`src/rtl/alu_pkg.sv`:
```
// ---------------------------------------------------------------------------
// alu_pkg
// Shared encodings for the execute-stage ALU of the multicycle RISC-V core.
// The alu_op values must match what the ALU control unit emits.
// Contents:
//   - ALU_* operation codes and the ALU_B* branch-compare aliases
//   - alu_state_e : FSM state encoding of iterative_alu (IDLE / SHIFT)
//   - is_shift_op : true for the two shift codes (non-branch interpretation)
// ---------------------------------------------------------------------------
package alu_pkg;

  localparam logic [3:0] ALU_ADD = 4'b0000;
  localparam logic [3:0] ALU_SUB = 4'b0001;
  localparam logic [3:0] ALU_AND = 4'b0100;
  localparam logic [3:0] ALU_OR  = 4'b0101;
  localparam logic [3:0] ALU_XOR = 4'b1000;
  localparam logic [3:0] ALU_SLL = 4'b1010;
  localparam logic [3:0] ALU_SRL = 4'b1011;

  // With is_branch=1 the same codes select a compare.
  localparam logic [3:0] ALU_BEQ = ALU_ADD;
  localparam logic [3:0] ALU_BNE = ALU_SLL;
  localparam logic [3:0] ALU_BLT = ALU_XOR;
  localparam logic [3:0] ALU_BGE = ALU_SRL;

  typedef enum logic {
    ST_IDLE  = 1'b0,
    ST_SHIFT = 1'b1
  } alu_state_e;

  function automatic logic is_shift_op(input logic [3:0] op);
    return (op == ALU_SLL) || (op == ALU_SRL);
  endfunction

endpackage

```
`src/rtl/serial_shifter.sv`:
```
// ---------------------------------------------------------------------------
// serial_shifter
// One-bit-per-cycle logical shifter used by iterative_alu.
// Ports:
//   clk, reset  : clock, asynchronous active-high reset
//   load        : capture operand / shamt / dir; counter := shamt
//   dir         : 0 = shift left, 1 = shift right (zero fill)
//   operand     : value to shift
//   shamt       : number of single-bit steps
//   result      : value after the step taken on the coming edge
//   last_step   : the coming edge performs the final step (counter == 1)
// The caller registers result when last_step is high, so the final value is
// available in the same edge the counter reaches zero.
// ---------------------------------------------------------------------------
module serial_shifter #(
  parameter int XLEN    = 32,
  parameter int SHAMT_W = 5
) (
  input  logic               clk,
  input  logic               reset,
  input  logic               load,
  input  logic               dir,
  input  logic [XLEN-1:0]    operand,
  input  logic [SHAMT_W-1:0] shamt,
  output logic [XLEN-1:0]    result,
  output logic               last_step
);

  logic [XLEN-1:0]    data_p0;
  logic [SHAMT_W-1:0] cnt_p0;
  logic               dir_p0;
  logic [XLEN-1:0]    step_val;

  assign step_val  = dir_p0 ? (data_p0 >> 1) : (data_p0 << 1);
  assign result    = step_val;
  assign last_step = (cnt_p0 == SHAMT_W'(1));

  always_ff @(posedge clk or posedge reset) begin
    if (reset) begin
      data_p0 <= '0;
      cnt_p0  <= '0;
      dir_p0  <= 1'b0;
    end else if (load) begin
      data_p0 <= operand;
      cnt_p0  <= shamt;
      dir_p0  <= dir;
    end else if (cnt_p0 != '0) begin
      data_p0 <= step_val;
      cnt_p0  <= cnt_p0 - SHAMT_W'(1);
    end
  end

endmodule

```
`src/rtl/iterative_alu.sv`:
```
// ---------------------------------------------------------------------------
// iterative_alu
// Registered execute-stage ALU. Add/sub/logic/branch compares complete in one
// cycle; shifts use a serial one-bit-per-cycle shifter behind a start/done
// handshake.
// Build option: define ITERATIVE_ALU_BARREL_SHIFT_EN to replace the serial
// shifter with a combinational barrel shift (no SHIFT state, busy tied 0).
// Ports:
//   clk, reset           : clock, asynchronous active-high reset
//   start                : request, accepted only while busy=0
//   alu_op, is_branch    : operation select (captured on accept)
//   alu_in_1, alu_in_2   : operands A / B; B[SHAMT_W-1:0] is the shift amount
//   busy                 : serial shift in progress
//   done                 : one-cycle pulse, result/bcond valid from here on
//   alu_result, alu_bcond: registered outputs, held until the next done
// ---------------------------------------------------------------------------
module iterative_alu
  import alu_pkg::*;
#(
  parameter int XLEN    = 32,
  parameter int SHAMT_W = 5
) (
  input  logic            clk,
  input  logic            reset,
  input  logic            start,
  input  logic [3:0]      alu_op,
  input  logic            is_branch,
  input  logic [XLEN-1:0] alu_in_1,
  input  logic [XLEN-1:0] alu_in_2,
  output logic            busy,
  output logic            done,
  output logic [XLEN-1:0] alu_result,
  output logic            alu_bcond
);

  // Single-cycle evaluation: {bcond, result}. Shifts are barrel-shifted here;
  // the serial build only uses this path for shamt=0, where it returns A.
  function automatic logic [XLEN:0] alu_exec(
    input logic [3:0]      op,
    input logic            br,
    input logic [XLEN-1:0] a,
    input logic [XLEN-1:0] b
  );
    logic [XLEN-1:0]        r;
    logic                   bc;
    logic signed [XLEN-1:0] sa;
    logic signed [XLEN-1:0] sb;
    logic [SHAMT_W-1:0]     sh;
    sa = a;
    sb = b;
    sh = b[SHAMT_W-1:0];
    r  = '0;
    bc = 1'b0;
    if (br) begin
      r = a - b;
      case (op)
        ALU_BEQ: bc = (a == b);
        ALU_BNE: bc = (a != b);
        ALU_BLT: bc = (sa < sb);
        ALU_BGE: bc = (sa >= sb);
        default: bc = 1'b0;
      endcase
    end else begin
      case (op)
        ALU_ADD: r = a + b;
        ALU_SUB: r = a - b;
        ALU_AND: r = a & b;
        ALU_OR:  r = a | b;
        ALU_XOR: r = a ^ b;
        ALU_SLL: r = a << sh;
        ALU_SRL: r = a >> sh;
        default: r = '0;
      endcase
    end
    return {bc, r};
  endfunction

  logic [XLEN-1:0] result_p1;
  logic            bcond_p1;
  logic            vld_p1;
  logic [XLEN:0]   exec_p0;

  assign exec_p0    = alu_exec(alu_op, is_branch, alu_in_1, alu_in_2);
  assign done       = vld_p1;
  assign alu_result = result_p1;
  assign alu_bcond  = bcond_p1;

`ifdef ITERATIVE_ALU_BARREL_SHIFT_EN

  assign busy = 1'b0;

  // Stage p0 -> p1: every accepted request completes on the next edge.
  always_ff @(posedge clk or posedge reset) begin
    if (reset) begin
      vld_p1    <= 1'b0;
      result_p1 <= '0;
      bcond_p1  <= 1'b0;
    end else begin
      vld_p1 <= start;
      if (start) begin
        result_p1 <= exec_p0[XLEN-1:0];
        bcond_p1  <= exec_p0[XLEN];
      end
    end
  end

`else

  alu_state_e         state_p1;
  alu_state_e         state_d;
  logic               accept;
  logic               go_shift;
  logic [SHAMT_W-1:0] shamt;
  logic [XLEN-1:0]    sh_result;
  logic               sh_last;
  logic               vld_d;
  logic [XLEN-1:0]    result_d;
  logic               bcond_d;

  assign shamt    = alu_in_2[SHAMT_W-1:0];
  assign accept   = start && (state_p1 == ST_IDLE);
  assign go_shift = accept && !is_branch && is_shift_op(alu_op) && (shamt != '0);
  assign busy     = (state_p1 == ST_SHIFT);

  serial_shifter #(
    .XLEN    (XLEN),
    .SHAMT_W (SHAMT_W)
  ) u_serial_shifter (
    .clk       (clk),
    .reset     (reset),
    .load      (go_shift),
    .dir       (alu_op == ALU_SRL),
    .operand   (alu_in_1),
    .shamt     (shamt),
    .result    (sh_result),
    .last_step (sh_last)
  );

  always_comb begin
    state_d  = state_p1;
    vld_d    = 1'b0;
    result_d = result_p1;
    bcond_d  = bcond_p1;
    case (state_p1)
      ST_IDLE: begin
        if (go_shift) begin
          state_d = ST_SHIFT;
        end else if (accept) begin
          vld_d    = 1'b1;
          result_d = exec_p0[XLEN-1:0];
          bcond_d  = exec_p0[XLEN];
        end
      end
      ST_SHIFT: begin
        // Capture the shifter's final step on the same edge it happens.
        if (sh_last) begin
          state_d  = ST_IDLE;
          vld_d    = 1'b1;
          result_d = sh_result;
          bcond_d  = 1'b0;
        end
      end
      default: state_d = ST_IDLE;
    endcase
  end

  // Stage p0 -> p1: outputs update only when an op completes.
  always_ff @(posedge clk or posedge reset) begin
    if (reset) begin
      state_p1  <= ST_IDLE;
      vld_p1    <= 1'b0;
      result_p1 <= '0;
      bcond_p1  <= 1'b0;
    end else begin
      state_p1  <= state_d;
      vld_p1    <= vld_d;
      result_p1 <= result_d;
      bcond_p1  <= bcond_d;
    end
  end

`endif

endmodule

```
`config.mk`:
```
export PLATFORM = sky130hd
export DESIGN_NAME = iterative_alu
export DESIGN_NICKNAME = d
export VERILOG_FILES = /design/src/rtl/alu_pkg.sv /design/src/rtl/serial_shifter.sv /design/src/rtl/iterative_alu.sv
export SDC_FILE = /design/constraint.sdc
export NUM_CORES = 1
export LEC_CHECK = 0
export CORE_UTILIZATION = 55
export CTS_BUF_LIST = sky130_fd_sc_hd__clkbuf_16
export CTS_CLUSTER_SIZE = 25
export DETAILED_ROUTE_END_ITERATION = 10
export GPL_TIMING_DRIVEN = 1
export PLACE_DENSITY_LB_ADDON = 0.1
export SLEW_MARGIN = 20
export SYNTH_ARGS = -nofsm -noshare
export SYNTH_HDL_FRONTEND = slang
export SYNTH_HIERARCHICAL = 1
export SYNTH_SLANG_ARGS = --single-unit
export TNS_END_PERCENT = 5
```
`constraint.sdc`:
```
create_clock -name clk -period 1.8 [get_ports clk]
set_input_delay 0.27 -clock clk [delete_from_list [all_inputs] [get_ports clk]]
set_output_delay 0.27 -clock clk [all_outputs]
set_load 0.05 [all_outputs]
```
==> results of run 1 <==
-- synth_stat cells, types with 13 or more instances --
library cell	count	area share, %
sky130_fd_sc_hd__nand2_1	153	4.5
sky130_fd_sc_hd__nor2_1	144	4.3
sky130_fd_sc_hd__a21oi_1	130	5.1
sky130_fd_sc_hd__o21ai_0	129	5.1
sky130_fd_sc_hd__ha_1	109	11
sky130_fd_sc_hd__inv_1	100	3.0
sky130_fd_sc_hd__mux2i_1	81	6.4
sky130_fd_sc_hd__clkbuf_1	78	2.3
sky130_fd_sc_hd__dfrtp_1	73	14
sky130_fd_sc_hd__mux2_2	47	4.2
sky130_fd_sc_hd__mux4_2	47	8.4
sky130_fd_sc_hd__a221oi_1	34	2.4
sky130_fd_sc_hd__o21ai_1	33	1.3
sky130_fd_sc_hd__xnor2_1	32	2.2
sky130_fd_sc_hd__buf_2	28	1.1
sky130_fd_sc_hd__o221ai_1	28	1.9
sky130_fd_sc_hd__nor3_1	27	1.1
sky130_fd_sc_hd__or3_1	26	1.3
sky130_fd_sc_hd__nand3_1	24	0.95
sky130_fd_sc_hd__a21o_1	21	1.2
sky130_fd_sc_hd__a31oi_1	16	0.79
sky130_fd_sc_hd__o21bai_1	15	0.89
sky130_fd_sc_hd__a211oi_1	14	0.83
sky130_fd_sc_hd__a22oi_1	14	0.83
sky130_fd_sc_hd__nor2b_1	13	0.64
sky130_fd_sc_hd__o31ai_1	13	0.77
-- metrics by stage --
step,area [µm²],hold slack [ns],utilization (%),setup WS [ns],instances
3_5_place_dp,18100,0.476,80.1,-1.87,2480
3_3_place_gp,18100,0.466,80.1,-1.78,2480
2_1_floorplan,12800,0.387,-,-1.38,1628
4_1_cts,20000,0.295,88.5,-0.954,2535
-- kinds of logic after synthesis --
| family | share of synthesized area (%) |
|---|---|
| AOI/OAI and AO/OA | 29.5 |
| adders and majority gates | 11.1 |
| muxes | 19.0 |
| and+or+nand+nor | 15.4 |
| DFF | 14.4 |
| buffers and inverters | 7.49 |
| xor gates and xnor gates | 3.05 |
-- per-layer routing --
layer,overflow,GRT usage (%)
met1,13,87.4
met2,199,101
met3,24,78.9
met4,158,94.9
met5,4,50.1
-- repair_timing --
action	4_1_cts
resized for setup	426
pin swaps	112
buffers inserted	40
hold buffers	0
hold endpoints to repair	0
setup endpoints to repair	75
==> flow_results.org, run 1 <==
** Clock network
- Counting along the longest clock path gives a buffer depth of 2.
- The clock drives 73 sinks.
- Counting the buffers created by CTS gives 9.
- Clock root cell :: sky130_fd_sc_hd__clkbuf_16
- The H-tree was split into 3 levels.

** Global routing
- Global router's overall resource usage :: 89.2%
- Entering global routing, the biggest net connects 51 pins.
- Summed over all layers, the global routing overflow is 398.

** Synthesis
- Synthesis instantiated 89 different standard cells from the library.
- Total nets after synthesis :: 1,811
- Number of synthesized flops with an enable pin :: 0
- Sequential element share of the synthesized area :: 14.4%
- Area of the mapped netlist :: 12,600 µm²
- For this run, asynchronously set or reset flops after synthesis account for 100%.
- The most used flip-flop cell after synthesis is sky130_fd_sc_hd__dfrtp_1.
- Mean post-synth cell area :: 7.77 µm²
- During synthesis, Yosys emitted a total of 6 warnings.
- Synthesis produced a netlist whose cell count is 1,628.
- In this run, synthesis produced a sequential element count of 73.

** Outcome
- Outcome :: did not finish
- Stage where the flow stopped :: 5_1_grt
- The tool reported: "[ERROR GRT-0232] Routing congestion too high. Check the congestion heatmap in the GUI".

** Floorplan
- Die outline height :: 154 µm
- 107 I/O pins were placed.
- Initial cell density of the core :: 56.0%
- Core Rows :: 55
- Chip width :: 154 µm

** Place
- HPWL after detailed placement :: 53,700 µm
- The congestion estimate from routability-driven global placement came to 1.13.
- The count of buffers added on input and output ports is 106.
==> run 2, diff against run 1 <==
--- a/config.mk
+++ b/config.mk
@@ -5,12 +5,10 @@
 export SDC_FILE = /design/constraint.sdc
 export NUM_CORES = 1
 export LEC_CHECK = 0
-export CORE_UTILIZATION = 55
-export CTS_BUF_LIST = sky130_fd_sc_hd__clkbuf_16
-export CTS_CLUSTER_SIZE = 25
+export CORE_UTILIZATION = 40
 export DETAILED_ROUTE_END_ITERATION = 10
 export GPL_TIMING_DRIVEN = 1
-export PLACE_DENSITY_LB_ADDON = 0.1
+export PLACE_DENSITY_LB_ADDON = 0.15
 export SLEW_MARGIN = 20
 export SYNTH_ARGS = -nofsm -noshare
 export SYNTH_HDL_FRONTEND = slang
==> constraint.sdc (replaced) <==
create_clock -name clk -period 2.3 [get_ports clk]
set_input_delay 0.345 -clock clk [delete_from_list [all_inputs] [get_ports clk]]
set_output_delay 0.345 -clock clk [all_outputs]
set_load 0.05 [all_outputs]
==> flow_results.org, run 2 <==
** Setup path
- Grouping stages by cell kind, the critical path spends the most delay in compound AO/OA/AOI/OAI gates.
- Data arrives at the worst endpoint at 3.08 ns.
- The critical path goes through dlygate4sd2_1, inv_2, ha_4, nand2_2, buf_4, a21oi_1, o31ai_1, buf_4, a21oi_4, o31a_1, a221oi_4, o31ai_4, mux2i_1, or4_4, o311ai_2.
- Startpoint-to-endpoint class of the critical path :: in2reg
- Worst setup EP type :: register
- Critical Path Most Common Cell :: sky130_fd_sc_hd__buf_4
- The largest single stage delay on the critical path is 0.53 ns.
- The worst setup path is launched from an input port.
- Critical path fanouts, max :: 3
- Required time worst endpoint :: 2.56 ns
- CP max-delay cell :: sky130_fd_sc_hd__or4_4
- Together, buffers and inverters on the worst path number 4.

** Clock network
- Count of hold-fix buffers inserted at cts :: 0 (unchanged)
- At the later pin of the worst-skew pair, clock insertion delay measures 0.36 ns.
- CTS Buf Count :: 9 (unchanged)
- CTS H-tree lvls :: 3 (unchanged)
- Post-CTS clock slew at the launch and capture registers of the worst setup and hold paths :: 0.06 ns
- Number of sinks driven by the clock tree :: 73 (unchanged)
- The buffer cell driving the clock tree root is sky130_fd_sc_hd__clkbuf_16 (unchanged).
- TritonCTS built the clock tree.
- Longest Clk Path Bufs :: 2 (unchanged)

** Place
- HPWL after detailed placement :: 56,500 µm (was 53,700 µm)
- Post-Place Cells :: 2,623 (was 2,480)
- The placer's final routability congestion estimate was 1.09 (was 1.13).
- Port Buf Inserts :: 106 (unchanged)
- Placement-stage worst setup slack :: -1.49 ns (was -1.87 ns)

** Global routing
- Entering global routing, the biggest net connects 45 pins.
- Number of antenna violations at the first check in global routing :: 1
- The total overflow left after global routing is 0.
- First-pass GRT wire length :: 104,000 µm
- Across every metal layer, demand over resource in global routing totals 43.2%.
- The number of global-route vias before repair came to 16,300.

** Drt
- The detailed router finished its first iteration with 2,394 violations.
- The detail route stage leaves a number of antenna-violating nets equal to 0.
- The routed design has 71,200 µm of wire.
- DRC violations left :: 8
- Number of vias per cell :: 6.21
- The final route contains 16,700 vias.
- DR WL/cell :: 26.4 µm
- Initial DRT Pass Iterations :: 9

** Floorplan
- Top-level I/O count :: 107 (unchanged)
- The total number of placement rows came to 64 (was 55).
- Chip width :: 180 µm (was 154 µm)
- Core Area :: 30,800 µm²
- The starting density of the core came to 41.0% (was 56.0%).
- The height of the die was 180 µm (was 154 µm).
- Full die area :: 32,300 µm²

** Run
- The tool flagged a number of max-cap violations equal to 0.

** Timing
- Post-layout worst setup margin :: -0.521 ns
- At the pin with the least slew margin, the transition time is 0.682 ns.
- Clk_skew :: 0.0112 ns
- The number of max-slew violations in the final report came to 0.
- Fin crit share :: 123%
- Setup repair after global routing missed its margin :: true
- Hold violation count in the final report :: 0
- Worst slew margin :: 53.9%
- Setup violations remaining at the end of the flow were counted as 33.
- Worst hold margin :: 0.379 ns
- The routed design could run at a clock period as short as 2.82 ns.
- Peak Freq :: 0.354 GHz

** Synthesis
- Library cell with the largest summed area after synthesis :: sky130_fd_sc_hd__dfrtp_1 (unchanged)
- Synthesized instance count :: 1,628 (unchanged)
- Synthesis warning total :: 6 (unchanged)
- Main area contributors after synthesis :: sky130_fd_sc_hd__dfrtp_1 (14%), sky130_fd_sc_hd__ha_1 (11%), sky130_fd_sc_hd__mux4_2 (8.4%) (unchanged)
- The number of nets produced by synthesis came to 1,811 (unchanged).
- Dominant synthesized flop cell :: sky130_fd_sc_hd__dfrtp_1 (unchanged)
- Count leader, synth :: sky130_fd_sc_hd__nand2_1 (unchanged)
- Most used standard cells in the synthesized netlist :: sky130_fd_sc_hd__nand2_1 (153), sky130_fd_sc_hd__nor2_1 (144), sky130_fd_sc_hd__a21oi_1 (130) (unchanged)
- Post-synthesis cell type count :: 89 (unchanged)
- The fraction of registers with async set/reset was 100% (unchanged).
- Sequential element share of the synthesized area :: 14.4% (unchanged)
- The synthesized flop and latch total came to 73 (unchanged).
- The area of the mapped netlist came to 12,600 µm² (unchanged).
- Number of synthesized flops with an enable pin :: 0 (unchanged)
- The area fraction of the dominant cell type after synthesis is 14.4% (unchanged).
- The mean post-synth cell area is 7.77 µm² (unchanged).

** Power and ir drop
- The analysis attributes to net switching a power of 5.93 mW.
- VDD IR-drop max :: 0.490 mV
- Static Leak :: 9.48 nW
- Cell internal power was estimated by the tool at 6.29 mW.
- Per report_power, the sequential group accounts for 18.6% of the total.
- Net switching is 48.5% of the power.
- Clock power share :: 12.2%
- Power density relative to cell area :: 585 nW/µm²
- The share of total power dissipated in combinational logic is 69.2%.

** Final layout
- Most common cell after layout, fill and taps aside :: sky130_fd_sc_hd__buf_4
- Share of final-layout standard cells stronger than drive strength 1 :: 47.5%
- Area Growth Syn to Fin :: 65.4%
- Number of filler instances in the final layout :: 2,542
- Leaving out filler cells and counting taps, the final layout contains 2,693.
- Fraction of the core area covered by cells at the end of the flow :: 67.8%
- Antenna cell count :: 0
- The final layout contains 2,475 nets.
- Leading cell types in the layout, fill and taps excluded :: sky130_fd_sc_hd__buf_4 (627), sky130_fd_sc_hd__nand2_1 (149), sky130_fd_sc_hd__nor2_1 (131)

** Outcome
- The checks that failed: DRC, setup timing.
- Outcome :: complete, but fails checks (was did not finish)

** Hold path
- The tightest min-delay check is of the in2reg type.
run 2: final timing paths:
check,slack (ns),endpoint,startpoint,cells after the start
worst max register to register,-0.36,alu_result[30],u_serial_shifter/cnt_p0[1],10
min in group asynchronous,0.44,u_serial_shifter/data_p0[28],reset,3
worst min register to register,0.48,alu_result[1],alu_result[1],2
max in group asynchronous,1.40,alu_result[6],reset,3
worst min-delay path,0.38,u_serial_shifter/data_p0[0],alu_in_1[0],4
worst max-delay path,-0.52,alu_result[29],alu_in_2[14],15
run 2: area by class of cell:
class | instances | area [µm²] | area share (%)
clock buffers | 9 | 225 | 1.08
clock inverters | 7 | 77.6 | 0.371
inverters | 106 | 418 | 2.00
multi-input cells | 1324 | 11600 | 55.3
flip-flops and latches | 73 | 1830 | 8.74
well taps | 396 | 495 | 2.37
repair buffers | 778 | 6300 | 30.1
run 2: worst reg2reg max path, stage by stage, from the launching register on:
cell and delay (ns):
sky130_fd_sc_hd__dfrtp_1 0.40, sky130_fd_sc_hd__inv_1 0.12, sky130_fd_sc_hd__ha_1 0.17, sky130_fd_sc_hd__nor4b_1 0.57
sky130_fd_sc_hd__buf_4 0.26, sky130_fd_sc_hd__nand2_1 0.09, sky130_fd_sc_hd__or3_1 0.37, sky130_fd_sc_hd__o21ai_1 0.25
sky130_fd_sc_hd__nor3_1 0.09, sky130_fd_sc_hd__mux2i_1 0.14, sky130_fd_sc_hd__o21ai_1 0.08
run 2: repair_timing:
action | 4_1_cts | 5_1_grt
gates cloned | 1 | 0
endpoints found under the setup margin | 33 | 44
resized for setup | 405 | 111
buffers inserted | 43 | 11
pin swaps | 100 | 56
run 2: logic make-up after synthesis:
group	count (synthesis)	share of synthesized area [%]
xor+xnor	44	3.05
flops	73	14.4
simple gates	436	15.4
fa+ha+maj	111	11.1
buf+inv	231	7.49
compound gates	558	29.5
mux	175	19.0
run 2: power groups by stage:
stage | Clock, mW | Sequential (mW) | Combinational, mW
floorplan | 0 | 3.06 | 3.16
global placement | 0 | 2.26 | 7.39
detailed placement | 0 | 2.27 | 7.48
CTS | 1.50 | 2.25 | 8.00
global route | 1.55 | 2.32 | 8.81
finish | 1.50 | 2.28 | 8.46
run 2: metrics by stage:
stage | area, µm² | power (mW) | TNS [ns]
2_1_floorplan | 12800 | 6.22 | -22.02
3_3_place_gp | 18500 | 9.65 | -45.90
3_5_place_dp | 18500 | 9.75 | -47.79
4_1_cts | 20300 | 11.8 | -12.26
5_1_grt | 20900 | 12.7 | -15.64
6_report | 20900 | 12.2 | -12.91
run 2: layer usage:
metal | track usage [%] | wire [µm]
met5 | 0 | 0
met4 | 15.1 | 2640
met3 | 9.18 | 8070
met2 | 64.1 | 30100
met1 | 61.4 | 30400
No activity file was read; power rests on OpenSTA's default activity.
==> run 3, diff against run 2 <==
--- a/config.mk
+++ b/config.mk
@@ -5,11 +5,11 @@
 export SDC_FILE = /design/constraint.sdc
 export NUM_CORES = 1
 export LEC_CHECK = 0
+export ABC_CLOCK_PERIOD_IN_PS = 2300
 export CORE_UTILIZATION = 40
 export DETAILED_ROUTE_END_ITERATION = 10
 export GPL_TIMING_DRIVEN = 1
 export PLACE_DENSITY_LB_ADDON = 0.15
-export SLEW_MARGIN = 20
 export SYNTH_ARGS = -nofsm -noshare
 export SYNTH_HDL_FRONTEND = slang
 export SYNTH_HIERARCHICAL = 1
==> results of run 3 <==
No change in the layout: final DEF, timing and power equal those of run 2.
